### src/rtl/spike_train_decoder_if.sv
// Record stream from the spike train decoder to a host-side reader.
// The master drives the head record and its valid flag, and the slave
// returns ready.
interface spike_train_decoder_if #(
   parameter int DATA_WIDTH = 16,
   parameter int CNT_WIDTH  = 8,
   parameter int ISI_WIDTH  = 12
);
   logic                  out_valid;
   logic                  out_ready;
   logic [CNT_WIDTH-1:0]  out_count;
   logic [ISI_WIDTH-1:0]  out_isi_min;
   logic [DATA_WIDTH-1:0] out_v_peak;

   modport master (
      output out_valid,
      output out_count,
      output out_isi_min,
      output out_v_peak,
      input  out_ready
   );

   modport slave (
      input  out_valid,
      input  out_count,
      input  out_isi_min,
      input  out_v_peak,
      output out_ready
   );
endinterface

### src/rtl/spike_train_decoder.sv
// Spike train decoder.
// Watches a neuron's spike flag and membrane value on every enabled cycle.
// Each fixed-length window is reduced to one summary record: spike count,
// minimum inter-spike interval and peak membrane. Records are queued in a
// shift-register FIFO whose slot 0 is the visible head, so every record
// output comes straight from a register.
module spike_train_decoder #(
   parameter int DATA_WIDTH    = 16,
   parameter int WINDOW_CYCLES = 256,
   parameter int CNT_WIDTH     = 8,
   parameter int ISI_WIDTH     = 12,
   parameter int FIFO_DEPTH    = 4
) (
   input  logic                   clk,
   input  logic                   rst_n,
   input  logic                   enable,
   input  logic                   spike_in,
   input  logic [DATA_WIDTH-1:0]  v_mem_in,
   spike_train_decoder_if.master  rec_if,
   output logic [7:0]             drop_count,
   output logic                   overflow
);

   localparam int WIN_W = (WINDOW_CYCLES > 2) ? $clog2(WINDOW_CYCLES) : 1;
   localparam logic [WIN_W-1:0]     WIN_LAST = WIN_W'(WINDOW_CYCLES - 1);
   localparam logic [CNT_WIDTH-1:0] CNT_MAX  = {CNT_WIDTH{1'b1}};
   localparam logic [ISI_WIDTH-1:0] ISI_MAX  = {ISI_WIDTH{1'b1}};
   localparam logic [7:0]           DROP_MAX = 8'hFF;

   typedef struct packed {
      logic [CNT_WIDTH-1:0]  count;
      logic [ISI_WIDTH-1:0]  isi_min;
      logic [DATA_WIDTH-1:0] v_peak;
   } rec_t;

   // Window and interval tracking state.
   logic [WIN_W-1:0]      win_cnt_q,   win_cnt_d;
   logic                  prev_q,      prev_d;
   logic                  have_last_q, have_last_d;
   logic [ISI_WIDTH-1:0]  isi_cnt_q,   isi_cnt_d;
   logic [CNT_WIDTH-1:0]  acc_count_q, acc_count_d;
   logic [ISI_WIDTH-1:0]  acc_isi_q,   acc_isi_d;
   logic [DATA_WIDTH-1:0] acc_peak_q,  acc_peak_d;

   // Record FIFO state. Valid bits are always a thermometer from slot 0.
   rec_t                  ent_q [FIFO_DEPTH];
   rec_t                  ent_d [FIFO_DEPTH];
   logic [FIFO_DEPTH-1:0] vld_q, vld_d;
   logic [7:0]            drop_q, drop_d;
   logic                  ovf_q,  ovf_d;

   // Per-cycle decode.
   logic                  event_s;
   logic                  first_s;
   logic                  last_s;
   logic                  push_s;
   logic                  pop_s;
   logic                  full_s;
   logic                  written_s;
   logic [CNT_WIDTH-1:0]  cur_count_s;
   logic [ISI_WIDTH-1:0]  cur_isi_s;
   logic [DATA_WIDTH-1:0] cur_peak_s;
   rec_t                  cur_rec_s;

   assign event_s = enable & spike_in & ~prev_q;
   assign first_s = (win_cnt_q == {WIN_W{1'b0}});
   assign last_s  = (win_cnt_q == WIN_LAST);
   assign push_s  = enable & last_s;
   assign pop_s   = vld_q[0] & rec_if.out_ready;
   assign full_s  = vld_q[FIFO_DEPTH-1];

   // Fold this cycle's event and sample into the running window summary.
   // The first cycle of a window starts fresh instead of merging.
   always_comb begin
      cur_count_s = first_s ? {CNT_WIDTH{1'b0}} : acc_count_q;
      cur_isi_s   = first_s ? ISI_MAX : acc_isi_q;
      cur_peak_s  = first_s ? v_mem_in : acc_peak_q;
      if (event_s && (cur_count_s != CNT_MAX)) begin
         cur_count_s = cur_count_s + {{(CNT_WIDTH-1){1'b0}}, 1'b1};
      end else begin
         cur_count_s = cur_count_s;
      end
      if (event_s && have_last_q && (isi_cnt_q < cur_isi_s)) begin
         cur_isi_s = isi_cnt_q;
      end else begin
         cur_isi_s = cur_isi_s;
      end
      if (v_mem_in > cur_peak_s) begin
         cur_peak_s = v_mem_in;
      end else begin
         cur_peak_s = cur_peak_s;
      end
      cur_rec_s.count   = cur_count_s;
      cur_rec_s.isi_min = cur_isi_s;
      cur_rec_s.v_peak  = cur_peak_s;
   end

   // Advance window position, edge detector and interval counter; all
   // of it freezes while enable is low.
   always_comb begin
      win_cnt_d   = win_cnt_q;
      prev_d      = prev_q;
      have_last_d = have_last_q;
      isi_cnt_d   = isi_cnt_q;
      acc_count_d = acc_count_q;
      acc_isi_d   = acc_isi_q;
      acc_peak_d  = acc_peak_q;
      if (enable) begin
         prev_d      = spike_in;
         win_cnt_d   = last_s ? {WIN_W{1'b0}} : (win_cnt_q + {{(WIN_W-1){1'b0}}, 1'b1});
         acc_count_d = cur_count_s;
         acc_isi_d   = cur_isi_s;
         acc_peak_d  = cur_peak_s;
         if (event_s) begin
            // Distance to the next enabled cycle is one.
            have_last_d = 1'b1;
            isi_cnt_d   = {{(ISI_WIDTH-1){1'b0}}, 1'b1};
         end else if (have_last_q && (isi_cnt_q != ISI_MAX)) begin
            isi_cnt_d = isi_cnt_q + {{(ISI_WIDTH-1){1'b0}}, 1'b1};
         end else begin
            isi_cnt_d = isi_cnt_q;
         end
      end else begin
         win_cnt_d = win_cnt_q;
      end
   end

   // Shift FIFO: a pop moves everything toward the head, then a push
   // fills the first free slot. A push into a full FIFO with no pop is lost.
   always_comb begin
      ent_d     = ent_q;
      vld_d     = vld_q;
      drop_d    = drop_q;
      ovf_d     = ovf_q;
      written_s = 1'b0;
      if (pop_s) begin
         for (int i = 0; i < FIFO_DEPTH - 1; i++) begin
            ent_d[i] = ent_q[i+1];
            vld_d[i] = vld_q[i+1];
         end
         ent_d[FIFO_DEPTH-1] = '0;
         vld_d[FIFO_DEPTH-1] = 1'b0;
      end else begin
         vld_d = vld_q;
      end
      if (push_s) begin
         if (full_s && !pop_s) begin
            ovf_d  = 1'b1;
            drop_d = (drop_q != DROP_MAX) ? (drop_q + 8'd1) : drop_q;
         end else begin
            for (int i = 0; i < FIFO_DEPTH; i++) begin
               if (!vld_d[i] && !written_s) begin
                  ent_d[i]  = cur_rec_s;
                  vld_d[i]  = 1'b1;
                  written_s = 1'b1;
               end else begin
                  written_s = written_s;
               end
            end
         end
      end else begin
         drop_d = drop_q;
      end
   end

   // Window/interval state registers.
   always_ff @(posedge clk or negedge rst_n) begin
      if (!rst_n) begin
         win_cnt_q   <= {WIN_W{1'b0}};
         prev_q      <= 1'b0;
         have_last_q <= 1'b0;
         isi_cnt_q   <= {ISI_WIDTH{1'b0}};
         acc_count_q <= {CNT_WIDTH{1'b0}};
         acc_isi_q   <= {ISI_WIDTH{1'b0}};
         acc_peak_q  <= {DATA_WIDTH{1'b0}};
      end else begin
         win_cnt_q   <= win_cnt_d;
         prev_q      <= prev_d;
         have_last_q <= have_last_d;
         isi_cnt_q   <= isi_cnt_d;
         acc_count_q <= acc_count_d;
         acc_isi_q   <= acc_isi_d;
         acc_peak_q  <= acc_peak_d;
      end
   end

   // FIFO storage and drop bookkeeping registers.
   always_ff @(posedge clk or negedge rst_n) begin
      if (!rst_n) begin
         for (int i = 0; i < FIFO_DEPTH; i++) begin
            ent_q[i] <= '0;
         end
         vld_q  <= {FIFO_DEPTH{1'b0}};
         drop_q <= 8'd0;
         ovf_q  <= 1'b0;
      end else begin
         ent_q  <= ent_d;
         vld_q  <= vld_d;
         drop_q <= drop_d;
         ovf_q  <= ovf_d;
      end
   end

   assign rec_if.out_valid   = vld_q[0];
   assign rec_if.out_count   = ent_q[0].count;
   assign rec_if.out_isi_min = ent_q[0].isi_min;
   assign rec_if.out_v_peak  = ent_q[0].v_peak;
   assign drop_count         = drop_q;
   assign overflow           = ovf_q;

endmodule
### src/flat_wrapper.sv
// flat-port wrapper written by rule: the top's interface ports become plain ports
module spike_train_decoder_flat 
#(
   parameter int DATA_WIDTH    = 16,
   parameter int WINDOW_CYCLES = 256,
   parameter int CNT_WIDTH     = 8,
   parameter int ISI_WIDTH     = 12,
   parameter int FIFO_DEPTH    = 4
)
  (clk, rst_n, enable, spike_in, v_mem_in, drop_count, overflow, rec_if_out_valid, rec_if_out_count, rec_if_out_isi_min, rec_if_out_v_peak, rec_if_out_ready);
  spike_train_decoder_if #(.DATA_WIDTH(DATA_WIDTH), .CNT_WIDTH(CNT_WIDTH), .ISI_WIDTH(ISI_WIDTH)) rec_if_i ();
  input  logic clk;
  input  logic rst_n;
  input  logic enable;
  input  logic spike_in;
  input  logic [DATA_WIDTH-1:0] v_mem_in;
  output logic [7:0] drop_count;
  output logic overflow;
  output wire logic [$bits(rec_if_i.out_valid)-1:0] rec_if_out_valid;
  output wire logic [$bits(rec_if_i.out_count)-1:0] rec_if_out_count;
  output wire logic [$bits(rec_if_i.out_isi_min)-1:0] rec_if_out_isi_min;
  output wire logic [$bits(rec_if_i.out_v_peak)-1:0] rec_if_out_v_peak;
  input wire logic [$bits(rec_if_i.out_ready)-1:0] rec_if_out_ready;
  assign rec_if_out_valid = rec_if_i.out_valid;
  assign rec_if_out_count = rec_if_i.out_count;
  assign rec_if_out_isi_min = rec_if_i.out_isi_min;
  assign rec_if_out_v_peak = rec_if_i.out_v_peak;
  assign rec_if_i.out_ready = rec_if_out_ready;
  spike_train_decoder #(.DATA_WIDTH(DATA_WIDTH), .WINDOW_CYCLES(WINDOW_CYCLES), .CNT_WIDTH(CNT_WIDTH), .ISI_WIDTH(ISI_WIDTH), .FIFO_DEPTH(FIFO_DEPTH)) u_core (.clk(clk), .rst_n(rst_n), .enable(enable), .spike_in(spike_in), .v_mem_in(v_mem_in), .rec_if(rec_if_i), .drop_count(drop_count), .overflow(overflow));
endmodule
### config.mk
export PLATFORM = sky130hd
export DESIGN_NAME = spike_train_decoder_flat
export DESIGN_NICKNAME = d
export VERILOG_FILES = /design/src/rtl/spike_train_decoder_if.sv /design/src/rtl/spike_train_decoder.sv /design/src/flat_wrapper.sv
export SDC_FILE = /design/constraint.sdc
export NUM_CORES = 1
export LEC_CHECK = 0
export ABC_CLOCK_PERIOD_IN_PS = 11900
export CAP_MARGIN = 15
export CORE_AREA = 2 2 135 137
export DETAILED_ROUTE_END_ITERATION = 10
export DIE_AREA = 0 0 137 139
export PLACE_DENSITY = 0.9
export SETUP_SLACK_MARGIN = 0.2
export SLEW_MARGIN = 20
export SYNTH_ARGS = -nofsm -noshare
export SYNTH_HDL_FRONTEND = slang
export SYNTH_SLANG_ARGS = --single-unit
export TNS_END_PERCENT = 100
### constraint.sdc
create_clock -name clk -period 11.9 [get_ports clk]
set_clock_uncertainty 0.15 [all_clocks]
set_input_delay 3.57 -clock clk [delete_from_list [all_inputs] [get_ports clk]]
set_output_delay 3.57 -clock clk [all_outputs]
set_load 0.03 [all_outputs]
==> flow_summary.json, run 1 <==
{
  "status": "completed",
  "postCtsSetupBuffers": 0,
  "ys_types": 59,
  "antenna_found_initial": 0,
  "cts-buffers-inserted": 22,
  "leakage_nw": 5.53,
  "numClockSinks": 215,
  "grt.total_usage_pct": 29.9,
  "syn_area_per_cell_um2": 9.09,
  "seqPwrFrac_pct": 40.9,
  "layout_min_cycle_time_ps": 7240,
  "synthAdderAreaFrac_pct": 3.57,
  "wl_per_cell_um": 19.3,
  "synth_top_family_by_area": "simple AND/OR/NAND/NOR gates",
  "register_area_um2": 5380,
  "synth_compound_area_share_pct": 14.2,
  "diodes": 0,
  "power_switching_share_pct": 33.4,
  "clock_latency_ps": 520,
  "drtIter0Drc": 1012,
  "drive_gt1_share_pct": 7.13,
  "cts_hold_buf": 0,
  "end_kind": "register",
  "slew_violations": 0,
  "grt_pass1_vias": 9259,
  "setup_viol": 0,
  "cap_violations": 0,
  "worstPathArrival_ps": 7480,
  "p_clk_share_pct": 31.2,
  "port-buffer-count": 66,
  "rsz0062_at_grt": "no",
  "synthArstFlopShare_pct": 100,
  "worstSetupPathType": "in2reg",
  "gp_congestion": 0.896,
  "vias": 9502,
  "power-per-cell-area_nw_per_um2": 174,
  "wl_mm": 28.3,
  "syn_inst": 1235,
  "p_int_mw": 1.43,
  "io-pin-count": 67,
  "area_growth_pct": 10.2,
  "die_w_um": 137,
  "clkTransAtPathRegs_ps": 60,
  "synth_area_um2": 11200,
  "die_y_um": 139,
  "core_um2": 17700,
  "viasPerCell": 6.49,
  "synth_xor_area_share_pct": 1.64,
  "synth_ff_type": "dfrtp_1",
  "yosysSeqAreaShare_pct": 47.9,
  "synthMostInstantiatedCell": "nand2_1",
  "gr-total-overflow": 0,
  "fp-row-count": 49,
  "cts-resized-gates": 0,
  "synth.cells.most_frequent": "nand2_1 (246), dfrtp_1 (215), a21oi_1 (92)",
  "yosys.area_share.simple_pct": 20.7,
  "switchingPower_uw": 718,
  "final_net_count": 1276,
  "yosys.area.top_type": "dfrtp_1",
  "yosys_warnings": 0,
  "syn-num-nets": 1288,
  "die_area_um2": 19000,
  "drc": 0,
  "grt_max_degree": 101,
  "start_util_pct": 63.6,
  "ys_ff_latch": 215,
  "cts_tree": "done",
  "htreeDepth": 1,
  "fillers": 1249,
  "hold_viol_final": 0,
  "synth.area.top_cells": "dfrtp_1 (48%), nand2_1 (8.2%), and3_1 (4.6%)",
  "worst_slew_pin_slew_ps": 1140,
  "crit_path_start_kind": "input pin",
  "ant_nets": 0,
  "synthMuxAreaShare_pct": 5.25,
  "clockRootBuffer": "clkbuf_16",
  "dr.pass1.iters": 5,
  "synth_top_area_share_pct": 47.9,
  "ir_drop_v": 0.000161,
  "finalCritPeriodShare_pct": 60.8,
  "hold_slack_ps": 352,
  "grt_pass1_wl_mm": 46.1,
  "multi_input_area_um2": 5120,
  "crit_path_max_fanout": 27,
  "required_ps": 12140,
  "p_comb_share_pct": 27.9,
  "synth_edf_count": 0,
  "slew_headroom_pct": 23.2,
  "place_hpwl_mm": 17.2,
  "fmax_mhz": 138,
  "cts_buffer_depth": 3,
  "worstHoldPathType": "reg2reg",
  "setup_tns_ps": 0
}
## per-stage QoR
| stage | cell area [um2] | total power, mW | util (%) | setup WS, ps | cells |
|---|---|---|---|---|---|
| floorplan | 11200 | 1.32 | - | 5840 | 1235 |
| global placement | 11700 | 1.44 | 66.1 | 4480 | 1428 |
| detailed placement | 11700 | 1.47 | 66.1 | 4300 | 1428 |
| CTS | 12400 | 2.14 | 70.0 | 4750 | 1464 |
| global route | 12400 | 2.25 | 70.1 | 4430 | 1464 |
| finish | 12400 | 2.15 | 70.1 | 4660 | 1464 |
## metal layers
metal	share of wire [%]	up-vias	global-route usage, %
li1	-	4245	-
met4	4.2	0	14.4
met1	40	4649	39.6
met5	0	-	0
met2	48	500	48.1
met3	7.8	108	4.71
## state kept, by name, summed over array words and instances (netlist names), 4 cells and up
signal                     count
u_core.acc_count_q             8
u_core.rec_if.out_count        8
u_core.vld_q                   4
u_core.win_cnt_q               8
u_core.acc_isi_q              12
u_core.isi_cnt_q              12
u_core.rec_if.out_v_peak      16
u_core.rec_if.out_isi_min     12
u_core.acc_peak_q             16
u_core.ent_q                 108
u_core.drop_count              8
## layout by cell type (no fill, tap or decap), types with 4 or more instances in the layout
master | synthesis | final
nor2_1 | 39 | 39
inv_1 | 34 | 34
mux2_2 | 22 | 22
o22ai_1 | 10 | 10
and3_1 | 83 | 83
o22a_1 | 12 | 12
clkbuf_8 | 0 | 4
or3_1 | 6 | 6
o22ai_2 | 8 | 8
o21ai_0 | 58 | 58
clkbuf_16 | 0 | 23
nand3_1 | 54 | 54
nand4_1 | 8 | 8
and2_1 | 12 | 10
nand2_1 | 246 | 245
buf_4 | 43 | 14
clkbuf_1 | 62 | 8
mux2i_1 | 33 | 33
clkdlybuf4s50_1 | 0 | 65
a211oi_1 | 9 | 9
a22oi_1 | 12 | 12
xnor2_1 | 19 | 19
dfrtp_1 | 215 | 215
nor3_1 | 30 | 30
ha_1 | 32 | 32
a21oi_1 | 92 | 92
o21ai_1 | 34 | 34
a41oi_1 | 6 | 6
a211o_1 | 7 | 7
## power by group through the flow
stage | sequential (mW) | clock (mW) | combinational, mW
global route | 0.888 | 0.705 | 0.659
CTS | 0.877 | 0.673 | 0.590
detailed placement | 0.888 | 0 | 0.580
finish | 0.880 | 0.670 | 0.601
floorplan | 0.869 | 0 | 0.448
global placement | 0.885 | 0 | 0.554
## cell families after synthesis
group	Yosys count
mux	56
compound gates	264
flops	215
buf+inv	150
fa+ha+maj	32
simple gates	497
xor+xnor	21
## worst max-delay path, cell delays in order
cell and delay [ps]:
clkdlybuf4s50_1 510, mux2i_1 370, ha_1 330, a21oi_1 130
o21ai_0 130, a2111oi_1 630, a21bo_2 690, a21o_1 680
mux2_2 420
## final timing paths
| kind | startpoint | cells past startpoint | slack, ps | end |
|---|---|---|---|---|
| max | v_mem_in[3] | 9 | 4660 | u_core.acc_peak_q[15] |
| min | u_core.ent_q[15] | 2 | 350 | u_core.ent_q[15] |
| max reg2reg | u_core.win_cnt_q[0] | 13 | 6590 | u_core.acc_peak_q[15] |
| min reg2reg | u_core.ent_q[15] | 2 | 350 | u_core.ent_q[15] |
| max in group asynchronous | rst_n | 2 | 7220 | u_core.rec_if.out_isi_min[11] |
| min in group asynchronous | rst_n | 1 | 3010 | u_core.acc_peak_q[13] |
## area by class of cell
| cell class | instances | share of cell area [%] |
|---|---|---|
| Clock buffer | 34 | 5.23 |
| Inverter | 34 | 1.03 |
| Clock inverter | 2 | 0.303 |
| Tap cell | 229 | 2.32 |
| Multi-Input combinational cell | 870 | 41.4 |
| Timing Repair Buffer | 80 | 6.22 |
| Sequential cell | 215 | 43.5 |
Note: power is estimated with default switching activity, not from simulation.
==> run 2: changes to the inputs <==
ABC_CLOCK_PERIOD_IN_PS = 6100   (was 11900)
CORE_AREA = 2 2 148 150   (was 2 2 135 137)
DIE_AREA = 0 0 150 152   (was 0 0 137 139)
PLACE_DENSITY = 0.8   (was 0.9)
clock period = 6.1 ns   (was 11.9 ns; I/O delays follow)
==> run 2 against run 1 <==
Routed wire length fell by 2.6%. Worst setup slack got worse by 3400 ps. Combinational power rose by 88%. Sequential power rose by 94%. Global-route usage fell by 5.8 points. Sequential cell count did not move. Count of clock-buffer cells in the layout fell by 4. Sequential share of layout area fell by 0.57 points. Non-clock buffer count rose by 9. First-iteration DRC count fell by 32%. Register-to-register slack got worse by 5300 ps.
==> flow_summary.json, run 2 (synthesis results as in run 1) <==
{
  "status": "completed",
  "power_switching_share_pct": 33.0,
  "grt.total_usage_pct": 24.1,
  "area_growth_pct": 11.6,
  "slew_headroom_pct": 39.9,
  "leakage_nw": 5.60,
  "final_net_count": 1286,
  "worstPathArrival_ps": 5120,
  "dr.pass1.iters": 5,
  "ir_drop_v": 0.000228,
  "p_int_mw": 2.77,
  "setup_tns_ps": 0,
  "ant_nets": 0,
  "worst_slew_pin_slew_ps": 901,
  "switchingPower_mw": 1.37,
  "fillers": 1793,
  "start_util_pct": 52.6,
  "slew_violations": 0,
  "postCtsSetupBuffers": 0,
  "die_y_um": 152,
  "grt_max_degree": 96,
  "largest-register": "u_core.ent_q",
  "largest_reg_flops": 108,
  "hold_slack_ps": 341,
  "final_common_cell": "nand2_1",
  "place_area_um2": 11800,
  "seqPwrFrac_pct": 41.4,
  "crit_path_max_fanout": 16,
  "power-per-cell-area_nw_per_um2": 330,
  "layout_common_cells": "nand2_1 (244), dfrtp_1 (215), a21oi_1 (92)",
  "core_um2": 21400,
  "rsz0062_at_grt": "no",
  "clock_latency_ps": 520,
  "worstSetupPathType": "in2reg",
  "worstHoldPathType": "reg2reg",
  "crit_path_start_kind": "input pin",
  "diodes": 0,
  "setup_viol": 0,
  "wl_per_cell_um": 18.0,
  "cts_hold_buf": 0,
  "fp-row-count": 54,
  "layout_min_cycle_time_ps": 4870,
  "cts-resized-gates": 0,
  "cts_tree": "done",
  "drc": 0,
  "vias": 9085,
  "end_kind": "register",
  "drive_gt1_share_pct": 8.26,
  "p_comb_share_pct": 27.4,
  "htreeDepth": 1,
  "finalCritPeriodShare_pct": 79.8,
  "gp_congestion": 0.868,
  "antenna_found_initial": 0,
  "fmax_mhz": 205,
  "place_hpwl_mm": 17.4,
  "port-buffer-count": 66,
  "hold_viol_final": 0,
  "clockRootBuffer": "clkbuf_16",
  "wl_mm": 27.5,
  "required_ps": 6350,
  "grt_pass1_vias": 8840,
  "drtIter0Drc": 684,
  "io-pin-count": 67,
  "cap_violations": 0,
  "die_area_um2": 22800,
  "cts-buffers-inserted": 23,
  "die_w_um": 150,
  "cts_buffer_depth": 3,
  "numClockSinks": 215,
  "gr-total-overflow": 0,
  "clkTransAtPathRegs_ps": 60,
  "p_clk_share_pct": 31.2,
  "final_area_um2": 12500,
  "viasPerCell": 5.95,
  "grt_pass1_wl_mm": 45.2
}
==> run 2: metrics by stage <==
stage | total power [mW] | std cells | utilization [%] | worst slack (ps)
after floorplan | 2.57 | 1235 | - | 1780
after global placement | 2.81 | 1488 | 55.5 | 856
after detailed placement | 2.85 | 1488 | 55.5 | 753
after CTS | 4.14 | 1527 | 58.7 | 1280
after global routing | 4.35 | 1527 | 58.7 | 937
final | 4.14 | 1527 | 58.7 | 1230
==> run 2: worst paths after layout <==
path                                startpoint                           to  slack, ps  cells after the start
max                               v_mem_in[11]        u_core.acc_peak_q[10]       1230                     10
min                            u_core.overflow              u_core.overflow        340                      1
max reg2reg                u_core.win_cnt_q[0]        u_core.acc_peak_q[10]       1300                     13
min reg2reg                    u_core.overflow              u_core.overflow        340                      1
max in group asynchronous                rst_n          u_core.isi_cnt_q[8]       3640                      2
min in group asynchronous                rst_n  u_core.rec_if.out_v_peak[9]       1190                      1
==> run 2: power by group through the flow <==
stage	clock network [mW]	registers [mW]	logic, mW
after floorplan	0	1.69	0.873
after detailed placement	0	1.73	1.12
after global routing	1.37	1.73	1.26
after CTS	1.31	1.71	1.13
after global placement	0	1.72	1.08
final	1.29	1.71	1.13
==> run 2: critical path: stages <==
cell             delay, ps
clkdlybuf4s50_1        560
mux2i_1                180
ha_1                   370
nand4_1                140
nor3_1                 290
nand2_1                340
a21boi_0               220
a21bo_2                200
a21o_1                 560
mux2_2                 410
==> run 2: final cells by class <==
class,instances,area [um2],share of cell area (%)
multi-input combinational,870,5120,40.8
timing repair buffer,89,875,6.98
clock buffer,30,632,5.04
clock inverter,9,51.3,0.409
tap,280,350,2.80
inverter,34,128,1.02
sequential,215,5380,42.9
==> run 2: layer usage <==
layer	up-vias	routed length, um	track usage (%)
li1	4268	-	-
met1	4484	12300	33.8
met2	268	13200	38.6
met3	65	1260	3.03
met4	0	785	8.67
met5	-	0	0
==> run 3: changes to the inputs <==
ABC_CLOCK_PERIOD_IN_PS = 4400   (was 6100)
clock period = 4.4 ns   (was 6.1 ns; I/O delays follow)
==> run 3 against run 2 <==
Register-to-register slack got worse by 820 ps. Utilization rose by 2.2 points. Worst setup slack got worse by 750 ps. Count of clock-buffer cells in the layout rose by 3. Largest cell class unchanged. Largest power group unchanged.
==> flow_summary.json, run 3 (synthesis results as in run 1) <==
{
  "status": "completed",
  "clkTransAtPathRegs_ps": 60,
  "worstSetupPathType": "reg2reg",
  "ir_drop_v": 0.000182,
  "register_area_um2": 5380,
  "leakage_nw": 5.86,
  "instances_no_fill": 1563,
  "clockRootBuffer": "clkbuf_16",
  "grt.total_usage_pct": 25.0,
  "dr.pass1.iters": 5,
  "start_util_pct": 52.6,
  "drtIter0Drc": 811,
  "end_kind": "register",
  "diodes": 0,
  "clock_latency_ps": 510,
  "worstHoldPathType": "reg2reg",
  "final_common_cell": "nand2_1",
  "numClockSinks": 215,
  "hold_viol_final": 0,
  "setup_viol": 0,
  "cts_tree": "done",
  "htreeDepth": 1,
  "vias": 9265,
  "die_w_um": 150,
  "io-pin-count": 67,
  "slew_violations": 0,
  "worst_slew_pin_slew_ps": 854,
  "cts-buffers-inserted": 23,
  "area_growth_pct": 15.9,
  "die_y_um": 152,
  "place_hpwl_mm": 18.1,
  "crit_path_max_fanout": 16,
  "dp_cells": 1523,
  "rsz0062_at_grt": "no",
  "fp-row-count": 54,
  "grt_max_degree": 104,
  "slew_headroom_pct": 43.0,
  "drive_gt1_share_pct": 11.1,
  "final_net_count": 1321,
  "total_power_mw": 6.20,
  "crit_path_start": "u_core.win_cnt_q[0]",
  "largest_reg_flops": 108,
  "min_from": "u_core.acc_peak_q[13]",
  "largest-register": "u_core.ent_q",
  "antenna_found_initial": 0,
  "fmax_mhz": 255,
  "cap_violations": 0,
  "die_area_um2": 22800,
  "final_util_pct": 60.9,
  "multi_input_area_um2": 5130,
  "wl_per_cell_um": 18.2,
  "wl_mm": 28.4,
  "fillers": 1784,
  "finalCritPeriodShare_pct": 89.0,
  "timing.rr.start": "u_core.win_cnt_q[0]",
  "gp_congestion": 0.888,
  "layout_common_cells": "nand2_1 (245), dfrtp_1 (215), a21oi_1 (92)",
  "grt_pass1_vias": 9090,
  "cts_buffer_depth": 3,
  "ant_nets": 0,
  "setup_tns_ps": 0,
  "drc": 0,
  "worstPathArrival_ps": 4190,
  "viasPerCell": 5.93,
  "power-per-cell-area_nw_per_um2": 476,
  "gr-total-overflow": 0,
  "layout_min_cycle_time_ps": 3920,
  "grt_pass1_wl_mm": 46.9,
  "crit_path_start_kind": "register",
  "required_ps": 4670,
  "core_um2": 21400,
  "port-buffer-count": 66
}
run 3: cell types whose count changed in the layout (fill, tap and decap cells not counted), moves of 3 or more:
cell	before	now
buf_4	20	49
buf_12	3	9
clkbuf_1	4	1
clkinv_2	7	3
bufinv_16	0	3
clkbuf_8	4	10
run 3: through the flow:
step	setup slack [ps]	hold WS (ps)	cell area (um2)
after floorplan	586	310	11200
after global placement	120	324	12200
after detailed placement	-15.6	329	12200
after CTS	322	347	13000
after global routing	259	357	13000
final	482	348	13000
run 3: worst paths after layout:
path | slack [ps] | cells after the start | endpoint
setup / recovery | 480 | 14 | u_core.ent_q[13]
hold / removal | 350 | 1 | u_core.acc_peak_q[13]
setup reg to reg | 480 | 14 | u_core.ent_q[13]
hold reg to reg | 350 | 1 | u_core.acc_peak_q[13]
max in group asynchronous | 2520 | 2 | u_core.rec_if.out_isi_min[9]
min in group asynchronous | 740 | 1 | u_core.ent_q[10]
run 3: where the power goes:
group	total [mW]	internal (mW)	leakage, nW	switching (mW)
combinational	1.75	0.783	2.56	0.967
sequential	2.38	2.18	2.90	0.197
clock	2.06	1.28	0.404	0.786
total	6.20	4.24	5.86	1.95
run 3: worst max-delay path: stages, from the launching register on:
cell,delay [ps]
dfrtp_1,390
inv_1,120
ha_1,180
nor4b_4,240
and2_1,200
buf_4,280
mux2i_1,250
ha_1,270
a21oi_1,160
o21ai_0,120
a2111oi_2,440
a21bo_2,270
buf_12,170
mux2_2,380
o21ai_0,200
run 3: layout make-up:
cell class / count / area share [%]
multi-input cells: 870 / 39.4
well taps: 280 / 2.69
inverters: 34 / 0.981
flip-flops and latches: 215 / 41.3
clock inverters: 7 / 0.865
clock buffers: 33 / 5.40
repair buffers: 124 / 9.32
run 3: routing by layer:
metal	GRT usage [%]	up-vias	routed length, um
li1	-	4328	-
met1	33.8	4541	11800
met2	41.7	336	14100
met3	3.60	60	1860
met4	7.50	0	640
met5	0	-	0
run 3: repair_timing:
item / 4_1_cts / 5_1_grt
setup buffers: 0 / 0
hold buffers: 0 / 0
resized for setup: 0 / 3
endpoints found under the setup margin: 0 / 62
